==> src/rtl/conv_pkg.sv <==
// Shared constants and types for the frame reader and the convolution block it feeds.
package conv_pkg;

  localparam int unsigned DEF_WORD_SIZE = 8;
  localparam int unsigned DEF_ROW_SIZE  = 540;
  localparam int unsigned DEF_NUM_ROWS  = 540;
  // Arithmetic pipeline depth of the convolution block.
  localparam int unsigned CONV_PIPE_LAT = 3;

  typedef enum logic [1:0] {
    IDLE  = 2'd0,
    READ  = 2'd1,
    DRAIN = 2'd2,
    FLUSH = 2'd3
  } rd_state_t;

  // $clog2 that never yields a zero-width vector.
  function automatic int unsigned clog2_min1(input int unsigned n);
    return (n <= 2) ? 1 : $clog2(n);
  endfunction

endpackage

==> src/rtl/raster_counter.sv <==
// Column/row raster counter with a linear address that advances in lock-step.
module raster_counter
  import conv_pkg::*;
#(
  parameter int unsigned ROW_SIZE = DEF_ROW_SIZE,
  parameter int unsigned NUM_ROWS = DEF_NUM_ROWS,
  parameter int unsigned ADDR_W   = clog2_min1(ROW_SIZE * NUM_ROWS)
) (
  input  logic              clk,
  input  logic              rst,
  input  logic              clear,
  input  logic              en,
  output logic [ADDR_W-1:0] addr,
  output logic              last_col,
  output logic              last_pixel
);

  localparam int unsigned COL_W = clog2_min1(ROW_SIZE);
  localparam int unsigned ROW_W = clog2_min1(NUM_ROWS);
  localparam logic [COL_W-1:0] COL_LAST = COL_W'(ROW_SIZE - 1);
  localparam logic [ROW_W-1:0] ROW_LAST = ROW_W'(NUM_ROWS - 1);

  logic [COL_W-1:0]  col_q;
  logic [ROW_W-1:0]  row_q;
  logic [ADDR_W-1:0] addr_q;

  assign last_col   = (col_q == COL_LAST);
  assign last_pixel = last_col && (row_q == ROW_LAST);
  assign addr       = addr_q;

  // Advance col/row/addr together; clear wins over enable. Caller stops on last_pixel.
  always_ff @(posedge clk or posedge rst) begin
    if (rst) begin
      col_q  <= '0;
      row_q  <= '0;
      addr_q <= '0;
    end else if (clear) begin
      col_q  <= '0;
      row_q  <= '0;
      addr_q <= '0;
    end else if (en) begin
      if (last_col) begin
        col_q <= '0;
        row_q <= row_q + 1'b1;
      end else begin
        col_q <= col_q + 1'b1;
      end
      addr_q <= addr_q + 1'b1;
    end
  end

endmodule

==> src/rtl/pixel_stream_reader.sv <==
// Reads one frame from synchronous-read memory and streams it in raster order,
// followed by pad pixels that drain the downstream convolution filter.
module pixel_stream_reader
  import conv_pkg::*;
#(
  parameter int unsigned          WORD_SIZE = DEF_WORD_SIZE,
  parameter int unsigned          ROW_SIZE  = DEF_ROW_SIZE,
  parameter int unsigned          NUM_ROWS  = DEF_NUM_ROWS,
  parameter logic [WORD_SIZE-1:0] PAD_VALUE = '0,
  parameter int unsigned          FLUSH_LEN = 2 * ROW_SIZE + 2 + CONV_PIPE_LAT,
  parameter int unsigned          ADDR_W    = clog2_min1(ROW_SIZE * NUM_ROWS)
) (
  input  logic                 clk,
  input  logic                 rst,
  input  logic                 start,
  output logic                 mem_rd_en,
  output logic [ADDR_W-1:0]    mem_addr,
  input  logic [WORD_SIZE-1:0] mem_rdata,
  output logic [WORD_SIZE-1:0] outputPixel,
  output logic                 pixel_valid,
  output logic                 line_start,
  output logic                 frame_start,
  output logic                 busy,
  output logic                 done
);

  // Shared by DRAIN (counts to 1) and FLUSH (counts to FLUSH_LEN-1).
  localparam int unsigned      CNT_W     = clog2_min1(FLUSH_LEN + 1);
  localparam logic [CNT_W-1:0] CNT_LAST  = CNT_W'(FLUSH_LEN - 1);
  localparam logic [CNT_W-1:0] DRAIN_END = CNT_W'(1);

  rd_state_t        state_q, state_d;
  logic [CNT_W-1:0] cnt_q, cnt_d;
  logic             done_q, done_d;
  logic             ctr_clear, ctr_en;
  logic             last_col, last_pixel;
  logic             col0_q;
  logic             rd_active;

  logic                 s1_valid_q, s1_line_q, s1_frame_q;
  logic [WORD_SIZE-1:0] pix_q;
  logic                 pix_valid_q, line_q, frame_q;

  raster_counter #(
    .ROW_SIZE (ROW_SIZE),
    .NUM_ROWS (NUM_ROWS),
    .ADDR_W   (ADDR_W)
  ) u_raster_counter (
    .clk        (clk),
    .rst        (rst),
    .clear      (ctr_clear),
    .en         (ctr_en),
    .addr       (mem_addr),
    .last_col   (last_col),
    .last_pixel (last_pixel)
  );

  assign rd_active   = (state_q == READ);
  assign mem_rd_en   = rd_active;
  assign busy        = (state_q != IDLE);
  assign done        = done_q;
  assign outputPixel = pix_q;
  assign pixel_valid = pix_valid_q;
  assign line_start  = line_q;
  assign frame_start = frame_q;

  // Next-state logic for the frame sequencer and its phase counter.
  always_comb begin
    state_d   = state_q;
    cnt_d     = cnt_q;
    done_d    = 1'b0;
    ctr_clear = 1'b0;
    ctr_en    = 1'b0;
    unique case (state_q)
      IDLE: begin
        if (start) begin
          state_d   = READ;
          ctr_clear = 1'b1;
        end
      end
      READ: begin
        if (last_pixel) begin
          state_d = DRAIN;
          cnt_d   = '0;
        end else begin
          ctr_en = 1'b1;
        end
      end
      DRAIN: begin
        if (cnt_q == DRAIN_END) begin
          state_d = FLUSH;
          cnt_d   = '0;
        end else begin
          cnt_d = cnt_q + 1'b1;
        end
      end
      FLUSH: begin
        if (cnt_q == CNT_LAST) begin
          state_d = IDLE;
          cnt_d   = '0;
          done_d  = 1'b1;
        end else begin
          cnt_d = cnt_q + 1'b1;
        end
      end
      default: state_d = IDLE;
    endcase
  end

  // Sequencer state, phase counter and registered done pulse.
  always_ff @(posedge clk or posedge rst) begin
    if (rst) begin
      state_q <= IDLE;
      cnt_q   <= '0;
      done_q  <= 1'b0;
    end else begin
      state_q <= state_d;
      cnt_q   <= cnt_d;
      done_q  <= done_d;
    end
  end

  // Tracks whether the address currently issued is column 0 of its row.
  always_ff @(posedge clk or posedge rst) begin
    if (rst) begin
      col0_q <= 1'b1;
    end else if (ctr_clear) begin
      col0_q <= 1'b1;
    end else if (ctr_en) begin
      col0_q <= last_col;
    end
  end

  // Two-stage read pipeline: issue stage, then capture of mem_rdata into the output.
  always_ff @(posedge clk or posedge rst) begin
    if (rst) begin
      s1_valid_q  <= 1'b0;
      s1_line_q   <= 1'b0;
      s1_frame_q  <= 1'b0;
      pix_q       <= '0;
      pix_valid_q <= 1'b0;
      line_q      <= 1'b0;
      frame_q     <= 1'b0;
    end else begin
      s1_valid_q  <= rd_active;
      s1_line_q   <= rd_active && col0_q;
      s1_frame_q  <= rd_active && (mem_addr == '0);
      pix_q       <= s1_valid_q ? mem_rdata : PAD_VALUE;
      pix_valid_q <= s1_valid_q;
      line_q      <= s1_line_q;
      frame_q     <= s1_frame_q;
    end
  end

endmodule

==> config.mk <==
export PLATFORM = sky130hd
export DESIGN_NAME = pixel_stream_reader
export DESIGN_NICKNAME = d
export VERILOG_FILES = /design/src/rtl/conv_pkg.sv /design/src/rtl/raster_counter.sv /design/src/rtl/pixel_stream_reader.sv
export SDC_FILE = /design/constraint.sdc
export NUM_CORES = 1
export LEC_CHECK = 0
export ABC_AREA = 1
export ABC_CLOCK_PERIOD_IN_PS = 2250
export CAP_MARGIN = 15
export CORE_MARGIN = 4
export CORE_UTILIZATION = 50
export CTS_CLUSTER_SIZE = 40
export DETAILED_ROUTE_END_ITERATION = 10
export GPL_TIMING_DRIVEN = 0
export PLACE_DENSITY = 0.75
export SLEW_MARGIN = 10
export SYNTH_ARGS = -nofsm -noshare
export SYNTH_HDL_FRONTEND = slang
export SYNTH_SLANG_ARGS = --single-unit
==> constraint.sdc <==
create_clock -name clk -period 2.25 [get_ports clk]
set_clock_uncertainty 0.2 [all_clocks]
set_input_delay 0.5625 -clock clk [delete_from_list [all_inputs] [get_ports clk]]
set_output_delay 0.5625 -clock clk [all_outputs]
set_load 0.01 [all_outputs]
== Yosys cells after proc, flatten, opt, wreduce, memory -nomap -nowiden ==
Index checks and enable logic that the tools add are counted.

* Add/sub/neg operators: 4
* Equal/unequal tests: 11
* Mux-type cells: 26
* Reduce and logical (&&, ||, !) cells: 12

{| class="wikitable"
|+ Operators by type and width
! cell !! count
|-
| $mux 10 || 6
|-
| $mux 19 || 2
|-
| $mux 11 || 3
|-
| $pmux 11 s3 || 1
|-
| $add 10x1->10 const B || 2
|-
| $eq 10x10->1 const B || 2
|-
| $add 19x1->19 const B || 1
|-
| $logic_not 19->1 || 1
|-
| $add 11x1->11 const B || 1
|-
| $eq 11x1->1 const B || 1
|-
| $eq 11x11->1 const B || 1
|-
| $mux 1 || 8
|-
| $mux 2 || 4
|-
| $mux 8 || 1
|-
| $ne 2x2->1 const B || 4
|-
| $pmux 2 s4 || 1
|-
| $reduce_bool 2->1 || 3
|-
| $eq 2x2->1 const B || 2
|-
| $reduce_and 2->1 || 2
|-
| $reduce_and 4->1 || 1
|-
| $logic_and 1x1->1 || 3
|-
| $reduce_bool 3->1 || 1
|-
| $eq 2x1->1 const B || 1
|-
| $logic_not 2->1 || 1
|}

* Flip-flop bits (word level): 68
* Input bits: 11

== Logic depth before layout (Yosys ltp) ==
* Word-level depth: 6
* Depth in mapped cells: 11

== Hierarchy ==
From an unflattened synthesis, not the netlist that was laid out.

* Cell total of the unflattened synthesis: 481
* Area total of the unflattened synthesis: 3841.2 um2

{| class="wikitable"
|+ Modules (own cells, without submodules)
! module !! times used !! cells each !! area each (um2) !! sequential area each (um2)
|-
| raster_counter || 1 || 294 || 2282.2 || 975.9
|-
| pixel_stream_reader || 1 || 187 || 1559.0 || 726.9
|}

== Worst setup path after synthesis ==
Ideal clock, no wire load.

* Kind: reg2reg
* Start: register state_q[0]
* End: register u_raster_counter.row_q[2]
* Setup time: 66 ps
* Arrival time: 1542 ps
* Data required time: 1984 ps
* Slack: 441 ps
* Cell stages (with the launch flop): 8
* Buffers on the path: 2
* Path through: dfrtp_1 -> inv_1 -> ha_1 -> nand2_1 -> clkbuf_1 -> clkbuf_1 -> nand4_1 -> nand2_1

* Cells in the longest elaborated chain, start to end: 4
* Elaborated cells on any way between the ends: 8
* Those cells by class: eq/ne (1); mux (3); reduce/logical (4)

{| class="wikitable"
|+ RTL lines
! item !! RTL line !! text
|-
| start: declaration || pixel_stream_reader.sv:32 || <nowiki>rd_state_t state_q, state_d;</nowiki>
|-
| start signal: assignment || pixel_stream_reader.sv:117 || <nowiki>state_q <= state_d;</nowiki>
|-
| $eq 2x1->1 / $logic_not 2->1 (equally long branches) || pixel_stream_reader.sv:74 || <nowiki>unique case (state_q)</nowiki>
|-
| $mux 1 || pixel_stream_reader.sv:74 ||
|-
| $reduce_bool 2->1 (no line) || n/a ||
|-
| $reduce_and 2->1 (no line) || n/a ||
|-
| end signal: assignment || raster_counter.sv:44 || <nowiki>row_q <= row_q + 1'b1;</nowiki>
|-
| end: declaration || raster_counter.sv:24 || <nowiki>logic [ROW_W-1:0] row_q;</nowiki>
|}

Parallel ways exist; a longest one is shown, timed or not.
A chain may end at the register's enable or synchronous reset.

== Final worst setup path ==
* Start: register u_raster_counter.addr_q[4], in the netlist u_raster_counter.addr[4]
* End: output port mem_addr[4]

{| class="wikitable"
|+ RTL lines
! item !! RTL line !! text
|-
| start: declaration || raster_counter.sv:25 || <nowiki>logic [ADDR_W-1:0] addr_q;</nowiki>
|-
| start signal: assignment || raster_counter.sv:48 || <nowiki>addr_q <= addr_q + 1'b1;</nowiki>
|-
| end: declaration || pixel_stream_reader.sv:17 || <nowiki>output logic [ADDR_W-1:0] mem_addr,</nowiki>
|}

No word-level cell between the ends.

==> summary.txt <==
Status
  – Result of the run: complete, no violations

Yosys
  – Dominant combinational cell family by area after synthesis: simple AND/OR/NAND/NOR gates
  – Area fraction in compound gates after synthesis: 4.21%
  – Proportion of synthesized chip area in sequential cells: 41.8%
  – Total nets after synthesis: 585
  – Main area contributors after synthesis: sky130_fd_sc_hd__dfrtp_1, sky130_fd_sc_hd__nand2_1, sky130_fd_sc_hd__nand3_1
  – Fraction of registers with async set/reset: 100%
  – Multiplexer share of the synthesized area: 0%
  – Area share of the largest cell type after synthesis: 41.2%
  – XOR/XNOR share of the synthesized area: 4.94%
  – Leading area contributor after synthesis: sky130_fd_sc_hd__dfrtp_1
  – Adder and majority cell fraction of the synthesized area: 3.69%
  – Top_reg_cell synth: sky130_fd_sc_hd__dfrtp_1
  – Count of yosys warnings during synthesis: 0
  – Mapped Area: 4070 um2
  – Synthesized area per cell: 7.25 um2
  – Post-synth EDFFs: 0
  – Synthesized flop and latch total: 68
  – Distinct cell type count after synthesis: 34
  – Most frequently used cell type in the post-synthesis netlist: sky130_fd_sc_hd__nand2_1
  – Post-synthesis share of cell area spent on and, or, nand and nor gates: 36.6%
  – Top cells by count, synth: sky130_fd_sc_hd__nand2_1, sky130_fd_sc_hd__dfrtp_1, sky130_fd_sc_hd__inv_1
  – Post-Syn Instances: 562

Finish
  – Nets@finish: 645
  – Share of cells above drive strength 1: 8.29%
  – Utilization of the core after routing: 63.5%
  – Fill cells: 686
  – Area growth, synth to finish: 21.7%
  – Antenna diodes: 0

Power
  – Int Pwr: 0.00309 W
  – Overall Power: 0.00528 W
  – Part of the power in the clock network: 21.9%
  – Leakage power: 2.49 nW
  – Share of power burned in registers: 35.4%
  – Logic gate share of total power: 42.7%
  – IR Drop Worst-Case VDD: 442 uV
  – Power dissipated by switching net loads: 0.00220 W
  – Power density relative to cell area: 1070 nW/um2
  – Net switching share of the total power: 41.5%

Detailed routing
  – Number of nets still failing antenna checks after routing: 0
  – Starting DRT DRC Count: 193
  – Vias: 3824
  – Per-cell routed wire length: 13.9 um
  – WL final: 10.2 mm
  – Detailed-router iteration count before antenna repair: 5
  – Drc violations: 0
  – Vias per std cell: 5.25

Die
  – I/O Pins: 44
  – Die Height: 98.3 um
  – Cell Rows: 32
  – Starting Density: 52.2%
  – Die Wd: 98.3 um
  – Floorplan die area: 9660 um2
  – Core region area: 7810 um2

Clocking
  – Sink Count: 68
  – Clock insertion delay at the later pin of the skew report: 0.36 ns
  – Hold Buf Count CTS: 0
  – Max Root-Sink Buffers: 2
  – CTS clk-pin slew, worst paths: 0.08 ns
  – Buffer cell driving the clock tree root: sky130_fd_sc_hd__clkbuf_8
  – Cts bufs inserted: 9
  – CTS H-Tree Depth: 3
  – TritonCTS clock tree: yes

Critical path
  – Number of buffer and inverter instances along the worst setup path: 1
  – Critical setup path kind: flip-flop to primary output
  – Startpoint class of the critical path: flip-flop
  – Worst-path fanout max: 5
  – Start point of the critical path: u_raster_counter.addr[4]$_DFFE_PP0P_
  – Cell count along the critical path: 1
  – Destination of the worst register-to-register timing path: u_raster_counter.row_q[1]$_DFFE_PP0P_
  – CP peak stage delay: 0.59 ns
  – Cells along the critical path: clkdlybuf4s50_1
  – Cell with the largest stage delay on the worst path: sky130_fd_sc_hd__clkdlybuf4s50_1
  – Critical path's top delay family: buffers and inverters
  – Setup slack of the most critical reg-to-reg path: 0.18 ns
  – Worst Path Required: 1.49 ns
  – Reg-to-reg startpoint: state_q[0]$_DFFE_PP0P_
  – Number of cells on the worst reg-to-reg path: 7
  – Type of destination of the critical path: primary output
  – Critical path data arrival time: 1.43 ns
  – End of the critical path: mem_addr[4]

STA
  – Minimum clock period after layout: 2.19 ns
  – Setup TNS: 0 ns
  – Setup ws final: 0.0622 ns
  – Final slew viol count: 0
  – Setup violations, final: 0
  – Worst rel slew slack: 66.8%
  – Ratio of final minimum period to clock period: 97.2%
  – Setup repair after global routing missed its margin: no
  – Pin slew with the least headroom to its limit: 0.498 ns
  – Maximum achievable frequency: 457 MHz
  – Hold violation count in the final report: 0

Global route
  – Largest net degree at the start of global routing: 27
  – Via count of the first global-routing pass: 3694
  – Initial antenna violation count: 0
  – Wire length of the first global-routing pass: 17.2 mm
  – Gr ovfl total: 0
  – Overall track demand over capacity in global routing: 21.8%

Placement
  – HPWL after DPL: 7.26 mm
  – Pre-CTS worst setup slack: -0.354 ns
  – Global placement routability congestion: 1.01
  – Count of input and output buffers: 43

Job
  – Max_cap viols: 0

Hold path
  – Worst hold path class: flip-flop to flip-flop
  – Min-Delay Startpoint: s1_frame_q$_DFF_PP0_
area by class of cell:
class | instances | area (um2) | area share (%)
Multi-Input combinational cell | 410 | 2030 | 41.0
Sequential cell | 68 | 1710 | 34.4
Timing Repair Buffer | 49 | 509 | 10.3
Inverter | 68 | 260 | 5.25
Clock buffer | 10 | 138 | 2.77
Tap cell | 102 | 128 | 2.57
Buffer | 16 | 100 | 2.02
Clock inverter | 6 | 87.6 | 1.77
how the worst min path moves through the flow:
| stage | to | slack [ns] | cells after the start |
|---|---|---|---|
| after global routing | frame_start$_DFF_PP0_ | 0.16 | 0 |
| final | frame_start$_DFF_PP0_ | 0.15 | 0 |
| after CTS | frame_start$_DFF_PP0_ | 0.15 | 0 |
| after detailed placement | frame_start$_DFF_PP0_ | 0.13 | 0 |
| after global placement | line_start$_DFF_PP0_ | 0.14 | 0 |
| after floorplan | frame_start$_DFF_PP0_ | 0.13 | 0 |
timing repair:
action	in CTS	in global routing
pin swaps	0	1
hold endpoints to repair	0	0
setup buffers	2	2
setup endpoints to repair	11	5
gates cloned	0	0
gates resized for setup	4	5
through the flow:
stage / instance area, um2 / cells / hold slack (ns)
floorplan: 4080 / 562 / 0.131
global placement: 4640 / 707 / 0.136
detailed placement: 4680 / 709 / 0.135
CTS: 4940 / 727 / 0.153
global route: 4960 / 729 / 0.158
finish: 4960 / 729 / 0.152
layer usage:
metal / vias to the layer above / wire (um) / track usage, %
met3: 20 / 558 / 6.00
met1: 1794 / 4630 / 28.7
met5: - / 0 / 0
met4: 0 / 181 / 8.09
met2: 115 / 4790 / 34.3
li1: 1895 / - / -
kinds of logic after synthesis:
kind of cell | Yosys count
and+or+nand+nor | 343
DFF | 68
AOI/OAI and AO/OA | 32
xor gates and xnor gates | 23
buffers and inverters | 84
adders and majority gates | 12
power by group through the flow:
stage	Combinational (W)	Sequential [W]	Clock [W]
CTS	0.00224	0.00186	0.00118
finish	0.00226	0.00187	0.00116
global placement	0.00209	0.00187	0
floorplan	0.00131	0.00188	0
detailed placement	0.00216	0.00189	0
global route	0.00250	0.00192	0.00122
cell usage in the layout, fill, tap and decap left out, types with 3 or more instances in the layout:
cell                              instances
sky130_fd_sc_hd__clkbuf_1                 5
sky130_fd_sc_hd__buf_4                    7
sky130_fd_sc_hd__inv_1                   63
sky130_fd_sc_hd__clkdlybuf4s50_1         41
sky130_fd_sc_hd__nor3_1                   9
sky130_fd_sc_hd__dfrtp_1                 65
sky130_fd_sc_hd__xor2_1                  22
sky130_fd_sc_hd__clkinvlp_4               4
sky130_fd_sc_hd__nor2_1                  64
sky130_fd_sc_hd__buf_2                    4
sky130_fd_sc_hd__ha_1                    11
sky130_fd_sc_hd__clkbuf_8                10
sky130_fd_sc_hd__nand2_1                179
sky130_fd_sc_hd__o211ai_1                 3
sky130_fd_sc_hd__nand3_1                 59
sky130_fd_sc_hd__nand4_1                 17
sky130_fd_sc_hd__nand2_4                  3
sky130_fd_sc_hd__nor4_1                   3
sky130_fd_sc_hd__o21ai_0                 22
sky130_fd_sc_hd__buf_6                    3
sequential cells by signal, indices dropped and copies added (netlist names):
| register | cells |
|---|---|
| cnt_q | 11 |
| col0_q | 1 |
| done | 1 |
| frame_start | 1 |
| line_start | 1 |
| outputPixel | 8 |
| pixel_valid | 1 |
| s1_frame_q | 1 |
| s1_line_q | 1 |
| s1_valid_q | 1 |
| state_q | 2 |
| u_raster_counter.addr | 19 |
| u_raster_counter.col_q | 10 |
| u_raster_counter.row_q | 10 |
(Power assumes the default switching activity.)
